## src/rtl/alu_cmd_driver.sv

```systemverilog
// ---------------------------------------------------------------------------
// alu_cmd_driver
//   Command sequencer for the accumulator ALU. A small FIFO of (opcode,
//   operand) commands is loaded through wr_*. A start strobe replays the FIFO
//   to the ALU one command at a time over a valid/ready channel. The block
//   waits for each response, keeps the last result and counts completed
//   commands.
//
// Optional feature macro: ALU_CMD_DRIVER_TIMEOUT_EN
//   When defined, an 8-bit watchdog aborts a stalled WAIT_RSP, flushes the
//   FIFO and raises the sticky 'timeout' output.
//
// Ports
//   clk, reset_n              clock, synchronous active-low reset
//   wr_en, wr_op, wr_data     command push (IDLE only, dropped when full/busy)
//   start                     begin executing the FIFO contents
//   cmd_valid/op/a, cmd_ready command channel to the ALU
//   rsp_valid, rsp_data       response channel from the ALU
//   busy, done                run in progress / one-cycle end-of-program pulse
//   last_result, exec_count   last captured result / commands completed
//   fill                      FIFO occupancy
//   wr_err                    one-cycle pulse, cycle after a rejected write
//   timeout                   sticky watchdog flag (macro builds only)
// ---------------------------------------------------------------------------
module alu_cmd_driver #(
    parameter int DEPTH = 8,
    parameter int OPW   = 3,
    parameter int DW    = 4,
    parameter int RW    = 8
) (
    input  logic                       clk,
    input  logic                       reset_n,
    input  logic                       wr_en,
    input  logic [OPW-1:0]             wr_op,
    input  logic [DW-1:0]              wr_data,
    input  logic                       start,
    output logic                       cmd_valid,
    output logic [OPW-1:0]             cmd_op,
    output logic [DW-1:0]              cmd_a,
    input  logic                       cmd_ready,
    input  logic                       rsp_valid,
    input  logic [RW-1:0]              rsp_data,
    output logic                       busy,
    output logic                       done,
    output logic [RW-1:0]              last_result,
    output logic [$clog2(DEPTH):0]     exec_count,
    output logic [$clog2(DEPTH):0]     fill,
    output logic                       wr_err
`ifdef ALU_CMD_DRIVER_TIMEOUT_EN
   ,output logic                       timeout
`endif
);

    localparam int PW = $clog2(DEPTH);
    localparam int FW = PW + 1;
    localparam logic [FW-1:0] FULL_LVL = FW'(DEPTH);
    localparam logic [FW-1:0] ONE_LVL  = FW'(1);

    typedef enum logic [1:0] {
        S_IDLE,
        S_ISSUE,
        S_WAIT_RSP,
        S_DONE
    } state_t;

    state_t r_state;
    state_t w_state_nxt;

    logic [OPW-1:0] r_mem_op [DEPTH];
    logic [DW-1:0]  r_mem_a  [DEPTH];
    logic [PW-1:0]  r_wptr;
    logic [PW-1:0]  r_rptr;
    logic [FW-1:0]  r_fill;
    logic [RW-1:0]  r_last_result;
    logic [FW-1:0]  r_exec_count;
    logic           r_wr_err;

    logic           w_wr_acc;
    logic           w_pop;
    logic           w_start_acc;
    logic           w_handshake;
    logic [FW-1:0]  w_fill_after_wr;
    logic           w_wdog_expire;

    // Writes are only legal in IDLE with room; anything else is rejected.
    assign w_wr_acc        = wr_en && (r_state == S_IDLE) && (r_fill < FULL_LVL);
    assign w_start_acc     = start && (r_state == S_IDLE);
    assign w_handshake     = (r_state == S_ISSUE) && cmd_ready;
    assign w_pop           = (r_state == S_WAIT_RSP) && rsp_valid;
    // Same-cycle write and start: start sees the occupancy including the write.
    assign w_fill_after_wr = r_fill + FW'(w_wr_acc);

`ifdef ALU_CMD_DRIVER_TIMEOUT_EN
    logic [7:0] r_wdog;
    logic       r_timeout;

    assign w_wdog_expire = (r_state == S_WAIT_RSP) && !rsp_valid && (r_wdog == 8'hFF);
    assign timeout       = r_timeout;

    always_ff @(posedge clk) begin
        if (!reset_n) begin
            r_wdog    <= '0;
            r_timeout <= 1'b0;
        end else begin
            if (w_handshake) begin
                r_wdog <= '0;
            end else if (r_state == S_WAIT_RSP) begin
                r_wdog <= r_wdog + 8'd1;
            end
            if (w_start_acc) begin
                r_timeout <= 1'b0;
            end else if (w_wdog_expire) begin
                r_timeout <= 1'b1;
            end
        end
    end
`else
    assign w_wdog_expire = 1'b0;
`endif

    // FSM: state register
    always_ff @(posedge clk) begin
        if (!reset_n) begin
            r_state <= S_IDLE;
        end else begin
            r_state <= w_state_nxt;
        end
    end

    // FSM: next-state logic
    always_comb begin
        w_state_nxt = r_state;
        unique case (r_state)
            S_IDLE: begin
                if (start) begin
                    w_state_nxt = (w_fill_after_wr != '0) ? S_ISSUE : S_DONE;
                end
            end
            S_ISSUE: begin
                if (cmd_ready) begin
                    w_state_nxt = S_WAIT_RSP;
                end
            end
            S_WAIT_RSP: begin
                if (rsp_valid) begin
                    w_state_nxt = (r_fill == ONE_LVL) ? S_DONE : S_ISSUE;
                end else if (w_wdog_expire) begin
                    w_state_nxt = S_DONE;
                end
            end
            S_DONE: begin
                w_state_nxt = S_IDLE;
            end
            default: w_state_nxt = S_IDLE;
        endcase
    end

    // FSM: outputs. The command bus is forced to zero outside ISSUE so the
    // uninitialised FIFO storage never shows on the pins.
    always_comb begin
        cmd_valid = (r_state == S_ISSUE);
        busy      = (r_state != S_IDLE);
        done      = (r_state == S_DONE);
        cmd_op    = '0;
        cmd_a     = '0;
        if (r_state == S_ISSUE) begin
            cmd_op = r_mem_op[r_rptr];
            cmd_a  = r_mem_a[r_rptr];
        end
    end

    // FIFO storage (no reset needed; occupancy gates every read)
    always_ff @(posedge clk) begin
        if (w_wr_acc) begin
            r_mem_op[r_wptr] <= wr_op;
            r_mem_a[r_wptr]  <= wr_data;
        end
    end

    // FIFO pointers, occupancy, result capture, counters
    always_ff @(posedge clk) begin
        if (!reset_n) begin
            r_wptr        <= '0;
            r_rptr        <= '0;
            r_fill        <= '0;
            r_last_result <= '0;
            r_exec_count  <= '0;
            r_wr_err      <= 1'b0;
        end else begin
            r_wr_err <= wr_en && !w_wr_acc;

            if (w_wr_acc) begin
                r_wptr <= r_wptr + PW'(1);
            end

            // Push happens only in IDLE, pop/flush only in WAIT_RSP, so the
            // occupancy update never sees both at once.
            if (w_wdog_expire) begin
                r_rptr <= r_wptr;
                r_fill <= '0;
            end else if (w_pop) begin
                r_rptr <= r_rptr + PW'(1);
                r_fill <= r_fill - ONE_LVL;
            end else if (w_wr_acc) begin
                r_fill <= r_fill + ONE_LVL;
            end

            if (w_pop) begin
                r_last_result <= rsp_data;
            end

            if (w_start_acc) begin
                r_exec_count <= '0;
            end else if (w_pop) begin
                r_exec_count <= r_exec_count + ONE_LVL;
            end
        end
    end

    assign last_result = r_last_result;
    assign exec_count  = r_exec_count;
    assign fill        = r_fill;
    assign wr_err      = r_wr_err;

endmodule

```

## config.mk

```make
export PLATFORM = sky130hd
export DESIGN_NAME = alu_cmd_driver
export DESIGN_NICKNAME = d
export VERILOG_FILES = /design/src/rtl/alu_cmd_driver.sv
export SDC_FILE = /design/constraint.sdc
export NUM_CORES = 1
export LEC_CHECK = 0
export BUFFER_PORTS_ARGS = -buffer_cell sky130_fd_sc_hd__buf_2
export CORE_UTILIZATION = 60
export DETAILED_ROUTE_END_ITERATION = 10
export PLACE_DENSITY_LB_ADDON = 0.15
export SETUP_SLACK_MARGIN = 0.3
export SLEW_MARGIN = 20
export SYNTH_ARGS = -nofsm -noshare
export SYNTH_HDL_FRONTEND = slang
export SYNTH_SLANG_ARGS = --single-unit
```

## constraint.sdc

```tcl
create_clock -name clk -period 4.6 [get_ports clk]
set_clock_uncertainty 0.15 [all_clocks]
set_input_delay 0.23 -clock clk [delete_from_list [all_inputs] [get_ports clk]]
set_output_delay 0.23 -clock clk [all_outputs]
set_load 0.03 [all_outputs]
```

==> impl_metrics.json, run 1 <==
{
  "status": "finished clean",
  "yosys.area_share.adder_pct": 2.90,
  "post-place-ws_ps": 1990,
  "syn_area_um2": 3460,
  "clkSinkCount": 84,
  "setup_viol": 0,
  "wl_met1_um": 2540,
  "synth-seq-cells": 84,
  "worstPathRequired_ps": 4220,
  "synth-xor-area-share_pct": 2.53,
  "antenna_cells": 0,
  "min_from": "wr_op[2]",
  "slowest_stage": "dfxtp_1",
  "arrival_ps": 2380,
  "die_y_um": 77.9,
  "crit_path_start_kind": "flop",
  "p_leak_uw": 0.00149,
  "root_buffer": "clkbuf_8",
  "hold_viol": 0,
  "combPwrFrac_pct": 23.9,
  "ios": 48,
  "crit_buf_inv": 1,
  "stdcell_count": 372,
  "synth-edff-count": 56,
  "route.met3.wl_um": 236,
  "port_buffers": 47,
  "start_util_pct": 62.4,
  "fin_nets": 324,
  "dp.final_hpwl_um": 4010,
  "rsz0062_at_grt": "false",
  "cp_max_fo": 14,
  "fin_ws_ps": 1840,
  "die_w_um": 77.9,
  "avgRoutedWirePerCell_um": 16.8,
  "clk_path_buf_depth": 2,
  "h-tree-depth": 3,
  "cts_tree": "yes",
  "power_switching_uw": 572,
  "synth.area.mux_share_pct": 11.5,
  "grt_pass1_vias": 2034,
  "layout_common_cells": "edfxtp_1, buf_2, nand2_1",
  "syn_area_per_cell_um2": 14.4,
  "viasPerCell": 5.49,
  "syn_nets": 269,
  "synth_top_area_cell": "edfxtp_1",
  "critPathKind": "flop to output port",
  "place_area_um2": 3720,
  "stdcell_area_um2": 3980,
  "clock_latency_ps": 330,
  "core-area_um2": 5540,
  "path_clk_slew_ps": 80,
  "cts_inserted_buffers": 9,
  "highest_layer": "met4",
  "hold-worst-slack_ps": 17.0,
  "r2r-start": "r_state[1]",
  "grt_antenna_before_repair": 0,
  "slew_viol_final": 0,
  "wl_met2_um": 3400,
  "min_period_ps": 2760,
  "antenna_violating_nets_post_route": 0,
  "drt_iter0_drc": 68,
  "synth.distinct_cells": 39,
  "synth_simple_gate_area_share_pct": 10.2,
  "end_kind": "output port",
  "die-area_um2": 6070,
  "ys_warn_count": 0,
  "syn_inst": 240,
  "place.gp.congestion": 0.736,
  "min_path_type": "primary input to flop",
  "synth_flop_cell": "edfxtp_1",
  "dr.pass1.iters": 4,
  "crit_chain": "mux4_2, mux2i_1, nor2_1, buf_2",
  "overflow": 0,
  "ys_seq_area_share_pct": 64.9,
  "power_frac_seq_pct": 51.8,
  "p_clk_share_pct": 24.4,
  "vias": 2044,
  "fmax_mhz": 362,
  "grt_max_degree": 24,
  "grt_pass1_wl_um": 10100,
  "peakVddDrop_v": 0.000404,
  "wl_um": 6270,
  "slew_headroom_pct": 26.4,
  "fill_cells": 386,
  "internal_power_uw": 1250,
  "area_growth_pct": 15.1,
  "synth_top_family_by_area": "multiplexers",
  "post_cts_buffers": 0,
  "yosys.area.top_type_share_pct": 48.6,
  "grt_use_total_pct": 23.0,
  "cpLargestDelayFamily": "flip-flops",
  "power.density_nw_per_um2": 459,
  "route.detailed.drc": 0,
  "drive_gt1_share_pct": 27.3,
  "layout_commonest_cell": "edfxtp_1",
  "cap_viol_max_count": 0,
  "swShare_pct": 31.3,
  "synth_area_leaders": "edfxtp_1, dfxtp_1, mux4_2",
  "period_share_pct": 60.0,
  "async_reset_ff_share_pct": 0,
  "rows": 27,
  "dp_cells": 346,
  "finalSetupTns_ps": 0,
  "worst_slew_pin_slew_ps": 1090,
  "cpPeakStageDelay_ps": 950,
  "synth_compound_area_share_pct": 4.92
}
synthesized netlist by cell type (5+ instances only):
library cell,number
edfxtp_1,56
nand2_1,32
dfxtp_1,28
mux4_2,14
nor2_1,14
a21boi_0,10
and2_1,8
ha_1,8
mux2i_1,7
xnor2_1,7
clkbuf_1,6
inv_1,5
what timing repair did:
item / in CTS / in global routing
hold buffers: 9 / 1
resized for setup: 0 / 0
hold endpoints to repair: 16 / 1
power groups by stage:
stage          Combinational (µW)  Sequential (µW)  Clock (µW)
2_1_floorplan                 334              960           0
3_3_place_gp                  424              959           0
3_5_place_dp                  432              964           0
4_1_cts                       439              947         453
5_1_grt                       476              957         488
6_report                      436              945         445
registers in the layout, summed over array words and instances (netlist names), named ones only:
register	count
exec_count	4
fill	4
last_result	8
r_mem_a	32
r_mem_op	24
r_rptr	3
r_state	2
r_wptr	3
wr_err	1
worst register-to-register path: cells and delay by family (launching register included):
family | cells | cell delay, ps
buf+inv | 1 | 110
flops | 1 | 390
simple gates | 3 | 1600
layout make-up:
| cell class | instances | area (µm²) | area share, % |
|---|---|---|---|
| clock buffer | 11 | 135 | 3.40 |
| multi-input combinational | 136 | 1110 | 28.0 |
| timing repair buffer | 58 | 343 | 8.62 |
| inverter | 6 | 27.5 | 0.692 |
| tap | 72 | 90.1 | 2.26 |
| clock inverter | 5 | 27.5 | 0.692 |
| sequential | 84 | 2240 | 56.4 |
kinds of logic after synthesis:
family          count (synthesis)
compound gates                 22
xor+xnor                       10
fa+ha+maj                       8
buf+inv                        20
flops                          84
mux                            22
simple gates                   74
per-layer routing:
layer / GRT usage (%) / vias to the layer above
met4: 8.52 / 0
met2: 40.9 / 52
met1: 26.9 / 992
met3: 5.88 / 10
li1: - / 990
met5: 0 / -
path summary, 6_finish.rpt:
path	end	slack, ps	cells past startpoint
max	cmd_op[2]	1840	4
min	r_mem_op[7][2]	20	1
max reg2reg	r_mem_op[4][2]	1960	4
min reg2reg	last_result[2]	310	2
metrics by stage:
stage / total power (µW) / utilization, %
final: 1830 / 71.8
after CTS: 1840 / 71.6
after global routing: 1920 / 71.8
after floorplan: 1290 / -
after detailed placement: 1400 / 67.1
after global placement: 1380 / 67.0
Power figures use the tool's default switching activity.
==> run 2, diff against run 1 <==
--- a/config.mk
+++ b/config.mk
@@ -6,7 +6,7 @@
 export NUM_CORES = 1
 export LEC_CHECK = 0
 export BUFFER_PORTS_ARGS = -buffer_cell sky130_fd_sc_hd__buf_2
-export CORE_UTILIZATION = 60
+export CORE_UTILIZATION = 51
 export DETAILED_ROUTE_END_ITERATION = 10
 export PLACE_DENSITY_LB_ADDON = 0.15
 export SETUP_SLACK_MARGIN = 0.3
==> constraint.sdc (replaced) <==
create_clock -name clk -period 2.28 [get_ports clk]
set_clock_uncertainty 0.15 [all_clocks]
set_input_delay 0.114 -clock clk [delete_from_list [all_inputs] [get_ports clk]]
set_output_delay 0.114 -clock clk [all_outputs]
set_load 0.03 [all_outputs]
==> impl_metrics.json, run 2 (synthesis results as in run 1) <==
{
  "root_buffer": "clkbuf_8",
  "grt_pass1_vias": 2123,
  "min_path_type": "primary input to flop",
  "place.gp.congestion": 0.757,
  "h-tree-depth": 3,
  "avgRoutedWirePerCell_um": 16.4,
  "timing.rr.end": "r_state[1]",
  "rrSetupSlack_ps": 320,
  "core-area_um2": 6460,
  "layout_common_cells": "edfxtp_1, buf_2, nand2_1",
  "endpoint": "cmd_op[0]",
  "hold_viol": 0,
  "peakVddDrop_v": 0.000554,
  "die-area_um2": 7110,
  "power.density_nw_per_um2": 926,
  "start_util_pct": 53.5,
  "fin_nets": 348,
  "clock_latency_ps": 350,
  "critPathKind": "flop to output port",
  "hold-worst-slack_ps": 30.1,
  "internal_power_uw": 2810,
  "grt_use_total_pct": 20.4,
  "fill_cells": 479,
  "wl_um": 6590,
  "crit_path_start_kind": "flop",
  "rsz0062_at_grt": "true",
  "cts_inserted_buffers": 9,
  "finalSetupTns_ps": 0,
  "drt_iter0_drc": 97,
  "slew_headroom_pct": 68.7,
  "clk_path_buf_depth": 2,
  "fmax_mhz": 477,
  "clkSinkCount": 84,
  "cap_viol_max_count": 0,
  "cp_max_fo": 7,
  "port_buffers": 47,
  "swShare_pct": 30.7,
  "die_y_um": 84.3,
  "grt_max_degree": 24,
  "power_switching_uw": 1240,
  "min_from": "reset_n",
  "min_period_ps": 2100,
  "largest_reg_flops": 32,
  "r2r-start": "r_state[0]",
  "viasPerCell": 5.29,
  "rows": 29,
  "route.detailed.drc": 2,
  "path_clk_slew_ps": 80,
  "layout_commonest_cell": "edfxtp_1",
  "dr.pass1.iters": 9,
  "status": "finished with violations",
  "violations": "DRC",
  "grt_pass1_wl_um": 10600,
  "dp.final_hpwl_um": 4290,
  "arrival_ps": 1830,
  "slew_viol_final": 0,
  "area_growth_pct": 26.5,
  "power_frac_seq_pct": 46.4,
  "end_kind": "output port",
  "worst_slew_pin_slew_ps": 469,
  "die_w_um": 84.3,
  "p_clk_share_pct": 25.5,
  "period_share_pct": 91.9,
  "cts_tree": "yes",
  "stdcell_count": 401,
  "grt_antenna_before_repair": 0,
  "ios": 48,
  "antenna_cells": 0,
  "vias": 2120,
  "top_register": "r_mem_a",
  "antenna_violating_nets_post_route": 0,
  "worstPathRequired_ps": 2020,
  "overflow": 0,
  "p_leak_uw": 0.00164,
  "drive_gt1_share_pct": 32.7,
  "r2r_cells": 6,
  "dp_cells": 361,
  "setup_viol": 0,
  "combPwrFrac_pct": 28.1
}
[run 2: worst min-delay path by stage]
stage,to,slack [ps],cells past startpoint
2_1_floorplan,r_mem_a[0][0],60,0
3_3_place_gp,last_result[1],220,3
3_5_place_dp,last_result[4],220,3
4_1_cts,fill[3],10,2
5_1_grt,fill[3],50,2
6_report,fill[3],30,2
[run 2: per-layer routing]
layer / up-vias / GRT usage [%] / part of all wire [%]
met5: - / 0 / 0
met4: 0 / 9.71 / 2.0
met3: 12 / 4.23 / 2.9
met2: 43 / 35.8 / 52
met1: 1026 / 24.0 / 43
li1: 1039 / - / -
[run 2: timing repair]
| item | CTS | global route |
|---|---|---|
| buffers inserted | 2 | 2 |
| hold endpoints to repair | 71 | 0 |
| resized for setup | 10 | 3 |
| pin swaps | 4 | 4 |
| setup endpoints to repair | 22 | 36 |
| cloned | 1 | 0 |
| hold buffers | 19 | 0 |
[run 2: power by group through the flow]
stage / clock, µW / sequential (µW) / combinational (µW)
6_report: 1030 / 1880 / 1140
2_1_floorplan: 0 / 1950 / 734
4_1_cts: 1060 / 1880 / 1120
5_1_grt: 1110 / 1900 / 1240
3_5_place_dp: 0 / 1900 / 1030
3_3_place_gp: 0 / 1900 / 1020
[run 2: final cells by class]
| class | instances | area [µm²] | area share [%] |
|---|---|---|---|
| clock buffers | 13 | 181 | 4.15 |
| clock inverters | 3 | 18.8 | 0.429 |
| inverters | 6 | 27.5 | 0.629 |
| multi-input cells | 136 | 1200 | 27.4 |
| flip-flops and latches | 84 | 2250 | 51.4 |
| well taps | 77 | 96.3 | 2.20 |
| repair buffers | 82 | 603 | 13.8 |
[run 2: through the flow]
step           setup WS, ps  total power, µW  cell area (µm²)  util (%)
2_1_floorplan           251             2680             3540         -
3_3_place_gp            310             2920             3890      60.3
3_5_place_dp            268             2940             3890      60.3
4_1_cts                 146             4060             4350      67.3
5_1_grt                86.0             4240             4370      67.7
6_report                184             4050             4370      67.7
[run 2: worst max-delay path: stages (launching register included)]
cell     delay, ps
dfxtp_4        410
buf_12         150
mux4_2         520
mux2i_1        180
nor2_1          50
buf_4          180
==> run 3, diff against run 2 <==
--- a/config.mk
+++ b/config.mk
@@ -8,7 +8,7 @@
 export BUFFER_PORTS_ARGS = -buffer_cell sky130_fd_sc_hd__buf_2
 export CORE_UTILIZATION = 51
 export DETAILED_ROUTE_END_ITERATION = 10
-export PLACE_DENSITY_LB_ADDON = 0.15
+export PLACE_DENSITY = 0.78
 export SETUP_SLACK_MARGIN = 0.3
 export SLEW_MARGIN = 20
 export SYNTH_ARGS = -nofsm -noshare
==> impl_metrics.json, run 3 (synthesis results as in run 1) <==
{
  "clock_latency_ps": 340,
  "rsz0062_at_grt": "true",
  "grt_max_degree": 24,
  "clkSinkCount": 84,
  "grt_antenna_before_repair": 0,
  "hold_viol": 0,
  "drt_iter0_drc": 86,
  "crit_chain": "buf_12, mux4_2, mux2i_1, nor2_1, buf_4",
  "cap_viol_max_count": 0,
  "route.detailed.drc": 4,
  "antenna_cells": 0,
  "slowest_stage": "mux4_2",
  "root_buffer": "clkbuf_8",
  "wl_um": 6360,
  "slew_viol_final": 0,
  "fill_cells": 442,
  "antenna_violating_nets_post_route": 0,
  "hold-worst-slack_ps": 20.9,
  "cts_inserted_buffers": 9,
  "grt_pass1_vias": 2129,
  "p_leak_uw": 0.00166,
  "worstPathRequired_ps": 2020,
  "viasPerCell": 5.28,
  "regArea_um2": 2250,
  "power.density_nw_per_um2": 943,
  "worst_slew_pin_slew_ps": 547,
  "min_period_ps": 2110,
  "arrival_ps": 1840,
  "layout_common_cells": "edfxtp_1, buf_2, nand2_1",
  "min_path_type": "primary input to flop",
  "area_growth_pct": 28.0,
  "rows": 29,
  "h-tree-depth": 3,
  "wl_met1_um": 2660,
  "path_clk_slew_ps": 80,
  "drive_gt1_share_pct": 34.0,
  "cp_max_fo": 7,
  "overflow": 0,
  "dr.pass1.iters": 7,
  "multi_input_area_um2": 1230,
  "port_buffers": 47,
  "crit_path_start_kind": "flop",
  "avgRoutedWirePerCell_um": 15.8,
  "top_register": "r_mem_a",
  "cpPeakStageDelay_ps": 520,
  "grt_pass1_wl_um": 10300,
  "die_y_um": 84.3,
  "layout_commonest_cell": "edfxtp_1",
  "critPathKind": "flop to output port",
  "core-area_um2": 6460,
  "fin_nets": 350,
  "ios": 48,
  "place.gp.congestion": 0.728,
  "clk_path_buf_depth": 2,
  "route.met3.wl_um": 292,
  "largest_reg_flops": 32,
  "setup_viol": 0,
  "die_w_um": 84.3,
  "slew_headroom_pct": 63.6,
  "dp.final_hpwl_um": 4060,
  "highest_layer": "met4",
  "finalSetupTns_ps": 0,
  "period_share_pct": 92.3,
  "wl_met2_um": 3350,
  "peakVddDrop_v": 0.000732,
  "fmax_mhz": 475,
  "violations": "DRC",
  "end_kind": "output port",
  "die-area_um2": 7110,
  "grt_use_total_pct": 19.4,
  "start_util_pct": 53.5,
  "vias": 2129,
  "cts_tree": "yes",
  "status": "finished with violations"
}
## run 3: power breakdown
part           switching (µW)  internal [µW]  leakage (µW)  total (µW)
clock network             500            619      0.000105        1120
logic                     638            543      0.000822        1180
registers                 115           1760      0.000735        1880
total                    1250           2920       0.00166        4170
## run 3: repair_timing
action	in CTS	in global routing
hold buffers	19	0
gates cloned	1	0
pin swaps	4	8
setup buffers	4	2
setup endpoints to repair	15	46
endpoints found under the hold margin	71	0
resized for setup	17	3
## run 3: critical path, delay by kind of cell (launching register included)
| family | cells | cell delay, ps |
|---|---|---|
| buffers and inverters | 2 | 330 |
| multiplexers | 2 | 690 |
| AND/OR/NAND/NOR | 1 | 80 |
| flip-flops | 1 | 400 |
## run 3: metrics by stage
stage / instances / util [%] / cell area [µm²] / setup slack, ps / power, µW
finish: 403 / 68.5 / 4430 / 174 / 4170
global route: 403 / 68.5 / 4430 / 86.6 / 4380
CTS: 401 / 68.1 / 4400 / 146 / 4200
global placement: 361 / 60.1 / 3880 / 315 / 2900
floorplan: 240 / - / 3540 / 251 / 2680
detailed placement: 361 / 60.1 / 3880 / 252 / 2930
## run 3: path summary, 6_finish.rpt
path | slack, ps | endpoint | cells past startpoint | start
setup / recovery | 170 | cmd_a[0] | 5 | flop
setup reg to reg | 300 | r_state[1] | 6 | r_state[0]
hold reg to reg | 320 | last_result[2] | 2 | last_result[2]
hold / removal | 20 | fill[3] | 2 | reset_n
## run 3: cell type report
class,count,area share (%)
flip-flops and latches,84,50.8
multi-input cells,136,27.8
repair buffers,84,13.8
clock buffers,12,3.05
well taps,77,2.18
clock inverters,4,1.67
inverters,6,0.622
## run 3: routing by layer
layer | GRT usage (%) | vias to the layer above
li1 | - | 1039
met1 | 22.5 | 1022
met2 | 35.2 | 62
met3 | 4.92 | 6
met4 | 6.47 | 0
met5 | 0 | -
